--- src/rtl/dram_sdp_clr.sv ---
// dram_sdp_clr: simple-dual-port distributed RAM with one synchronous write
// port, an asynchronous or registered read port, and a post-reset clear
// sequencer that fills every word with CLEAR_VALUE before user writes are
// accepted. The array itself carries no reset so it maps onto LUT-RAM.
module dram_sdp_clr #(
  parameter int WIDTH    = 8,
  parameter int DEPTH    = 256,
  parameter int OUT_REG  = 0,
  parameter int CLEAR_EN = 1,
  parameter logic [WIDTH-1:0] CLEAR_VALUE = '0
) (
  input  logic                     clk,
  input  logic                     rst,
  input  logic                     we,
  input  logic [$clog2(DEPTH)-1:0] waddr,
  input  logic [WIDTH-1:0]         wdata,
  input  logic [$clog2(DEPTH)-1:0] raddr,
  output logic [WIDTH-1:0]         rdata,
  output logic                     busy,
  output logic                     wr_drop
);

  localparam int AW = $clog2(DEPTH);

  localparam logic ST_CLEAR = 1'b0;
  localparam logic ST_IDLE  = 1'b1;

  logic [WIDTH-1:0] mem [DEPTH];

  logic [AW-1:0]    cnt;
  logic             mem_we;
  logic [AW-1:0]    mem_addr;
  logic [WIDTH-1:0] mem_din;

  generate
    if (CLEAR_EN != 0) begin : g_clr
      logic state;

      // Clear sequencer: walk cnt over every address once, then hand the
      // write port to the user; flag user writes that arrive while busy.
      always_ff @(posedge clk or posedge rst) begin
        if (rst) begin
          state   <= ST_CLEAR;
          cnt     <= '0;
          wr_drop <= 1'b0;
        end else begin
          wr_drop <= (state == ST_CLEAR) && we;
          if (state == ST_CLEAR) begin
            cnt <= cnt + 1'b1;
            if (cnt == AW'(DEPTH - 1)) begin
              state <= ST_IDLE;
            end
          end
        end
      end

      assign busy = (state == ST_CLEAR);
    end else begin : g_noclr
      assign cnt     = '0;
      assign busy    = 1'b0;
      assign wr_drop = 1'b0;
    end
  endgenerate

  // Write-port ownership: the sequencer overrides the user while busy.
  always_comb begin
    mem_we   = we && !busy;
    mem_addr = waddr;
    mem_din  = wdata;
    if (busy) begin
      mem_we   = 1'b1;
      mem_addr = cnt;
      mem_din  = CLEAR_VALUE;
    end
  end

  // Storage write; no reset so the array stays distributed RAM.
  always_ff @(posedge clk) begin
    if (mem_we) begin
      mem[mem_addr] <= mem_din;
    end
  end

  generate
    if (OUT_REG != 0) begin : g_rreg
      logic [WIDTH-1:0] rdata_p1;

      // Registered read: nonblocking update gives read-first on collision.
      always_ff @(posedge clk or posedge rst) begin
        if (rst) begin
          rdata_p1 <= '0;
        end else begin
          rdata_p1 <= mem[raddr];
        end
      end

      assign rdata = rdata_p1;
    end else begin : g_rasync
      assign rdata = mem[raddr];
    end
  endgenerate

endmodule

--- config.mk ---
export PLATFORM = sky130hd
export DESIGN_NAME = dram_sdp_clr
export DESIGN_NICKNAME = d
export VERILOG_FILES = /design/src/rtl/dram_sdp_clr.sv
export SDC_FILE = /design/constraint.sdc
export NUM_CORES = 2
export LEC_CHECK = 0
export ABC_AREA = 0
export ABC_CLOCK_PERIOD_IN_PS = 4670
export BUFFER_PORTS_ARGS = -buffer_cell sky130_fd_sc_hd__buf_2
export CORE_MARGIN = 2
export CORE_UTILIZATION = 57
export CTS_CLUSTER_SIZE = 30
export DETAILED_ROUTE_END_ITERATION = 12
export GPL_TIMING_DRIVEN = 1
export PLACE_DENSITY = 0.73
export SETUP_SLACK_MARGIN = 0.02
export SLEW_MARGIN = 20
export SYNTH_ARGS = -nofsm -noshare
export SYNTH_HDL_FRONTEND = slang
export SYNTH_SLANG_ARGS = --single-unit
--- constraint.sdc ---
create_clock -name clk -period 4.67 [get_ports clk]
set_input_delay 0.934 -clock clk [delete_from_list [all_inputs] [get_ports clk]]
set_output_delay 0.934 -clock clk [all_outputs]
set_load 0.005 [all_outputs]
==> results.cfg <==
[drt]
via_per_inst = 6.72
finalWirelength_um = 202000
vias = 41053
drc = 0
drtAntennaViolNets = 0
dr.first_iter.drc_count = 6029
avgRoutedWirePerCell_um = 33.0
dr.pass1.iters = 8

[synth]
ys_top_cells_by_area = edfxtp_1, mux4_2, mux2i_1
synth_flop_cell = edfxtp_1
synth_common_cells = edfxtp_1, mux4_2, nor2_1
syn_inst = 3780
ys_seq_area_share_pct = 76.8
yosysTopAreaCell = edfxtp_1
avgSynthCellArea_um2 = 21.3
synth.top_cell.area_share_pct = 76.4
yosysWarnings = 0
synth_cell_types = 68
async_reset_ff_share_pct = 0.486
synthMostInstantiatedCell = edfxtp_1
synth-seq-cells = 2058
syn-cell-area_mm2 = 0.0804
synth_nets = 3808
synth_edf_count = 2048

[power]
p_per_area_mw_per_mm2 = 405
p_int_mw = 29.5
power_mw = 37.0
ir_drop_mv = 0.334
p_sw_mw = 7.48
seqPwrFrac_pct = 54.1
p_sw_share_pct = 20.2
combPwrFrac_pct = 3.5
clkPwrFrac_pct = 42.5
leakage_nw = 24.8

[critical_path]
rr_worst_depth = 6
path_buf_inv = 3
rr_startpoint = g_clr.state
worstSetupPathDepth = 7
critical_path.startpoint = raddr[5]
cp_top_family = simple AND/OR/NAND/NOR gates
crit_path_max_fanout = 13
crit_chain = buf_2 -> inv_1 -> nand2_1 -> nor3_1 -> nor3_1 -> nor4_1 -> buf_2
worstPathArrival_ps = 3750
r2r_slack_ps = 1120
cp_slowest_cell = nor4_1
r2r-end = mem[83][5]
end_kind = output port
crit_end = rdata[1]
critical_path.max_stage_delay_ps = 680
critPathKind = in -> out
start_kind = input port
cp_data_required_time_ps = 3740

[final_layout]
final_util_pct = 65.2
fill_cells = 8896
ff_latch_area_mm2 = 0.0617
drive_gt1_share_pct = 26.7
syn2layout_area_growth_pct = 13.5
design_area_mm2 = 0.0913
nets = 4102
multiInputGateArea_mm2 = 0.0174

[timing]
worst_slew_pin_slew_ps = 1060
drv_slew = 0
clock_skew_ps = 21.8
fin_crit_sh_pct = 100
setup_viol = 2
max_freq_mhz = 213
rsz0062_at_grt = yes
tns_ps = -25.4
setup_ws_ps = -19.0
finalCriticalPeriod_ps = 4690
max-slew-margin-rel_pct = 29.4
hold_viol = 0

[clocking]
ctsRootBufferMaster = clkbuf_16
cts_buffers = 196
cts.sinks = 2058
cts_tree = yes
clkTransAtPathRegs_ps = 60
cts_hold_buf = 0
ctsHtreeMaxLevel = 4
clk_latency_ps = 840
cts_buffer_depth = 3

[floorplan]
die_y_um = 380
io_pins = 37
die_area_mm2 = 0.144
core_area_mm2 = 0.140
die_w_um = 380
start_util_pct = 57.5
rows = 137

[outcome]
violations = negative setup slack
run_status = complete, but fails checks

[place]
pre_cts_ws_ps = -696
dp_hpwl_um = 122000
io_buffers = 36
placed_area_mm2 = 0.0841
gp_congestion = 0.865

[min_path]
hold_path_class = in -> async

[grt]
grt_pass1_wl_um = 290000
grt_antenna_before_repair = 5
grt_max_degree = 141
grt-ovfl-total = 0
grt_pass1_vias = 40535
track_usage_pct = 27.9

[job]
maxCapViolations = 0
## cells by family (layout without fill, tap and decap cells)
logic type,count (synthesis),count (layout),share of synthesized area (%)
buffers and inverters,233,685,2.04
muxes,643,643,15.3
other,0,4,0
adders and majority gates,1,1,0.0156
xor gates and xnor gates,7,7,0.0762
and+or+nand+nor,503,503,2.69
DFF,2058,2058,76.8
AOI/OAI and AO/OA,335,335,3.10
## layout make-up
| type | count | area share, % |
|---|---|---|
| Inverter | 12 | 0.0494 |
| Antenna cell | 4 | 0.0110 |
| Timing Repair Buffer | 317 | 3.76 |
| Clock buffer | 238 | 5.62 |
| Clock inverter | 118 | 1.27 |
| Sequential cell | 2058 | 67.7 |
| Multi-Input combinational cell | 1489 | 19.1 |
| Tap cell | 1876 | 2.57 |
## stage by stage
| step | hold WS (ps) | cells |
|---|---|---|
| floorplan | 496 | 3780 |
| global placement | 532 | 5718 |
| detailed placement | 545 | 5718 |
| CTS | 37.6 | 6082 |
| global route | 102 | 6109 |
| finish | 78.1 | 6112 |
## flip-flops by register name, indices dropped and copies added, names as in the netlist
name / flops
g_clr.state: 1
wr_drop: 1
mem: 2048
cnt: 8
## routing by layer
metal  GRT usage, %  vias up  part of all wire, %
met4           9.38        2                  3.3
met5              0        -               0.0059
met1           39.8    21594                   37
met2           43.4     2622                   48
li1               -    16474                    -
met3           6.28      361                   11
## placed cells by master, fill, tap and decap left out, types with 52 or more instances in the layout
cell type,instances
edfxtp_1,2048
mux2i_1,165
clkbuf_16,202
nand2_1,88
buf_4,200
a21oi_1,52
buf_12,52
mux4_2,470
nor2_1,278
## power groups by stage
stage | clock (mW) | combinational [mW] | sequential [mW]
6_report | 15.7 | 1.28 | 20.0
5_1_grt | 16.5 | 1.32 | 20.0
4_1_cts | 15.8 | 1.23 | 20.0
3_5_place_dp | 0 | 1.17 | 20.4
3_3_place_gp | 0 | 1.16 | 20.4
2_1_floorplan | 0 | 0.706 | 20.4
## timing repair
| action | in CTS | in global routing |
|---|---|---|
| buffers inserted | 3 | 23 |
| gates cloned | 5 | 3 |
| hold endpoints to repair | 0 | 0 |
| endpoints found under the setup margin | 7 | 7 |
| gates resized for setup | 45 | 27 |
| pin swaps | 3 | 5 |
## worst min path at each step
stage | endpoint | slack [ps] | cells after the start
3_3_place_gp | cnt[0] | 530 | 1
2_1_floorplan | cnt[7] | 500 | 1
3_5_place_dp | cnt[0] | 550 | 1
6_report | cnt[5] | 80 | 2
5_1_grt | cnt[4] | 100 | 2
4_1_cts | cnt[4] | 40 | 2
(Power assumes the default switching activity.)
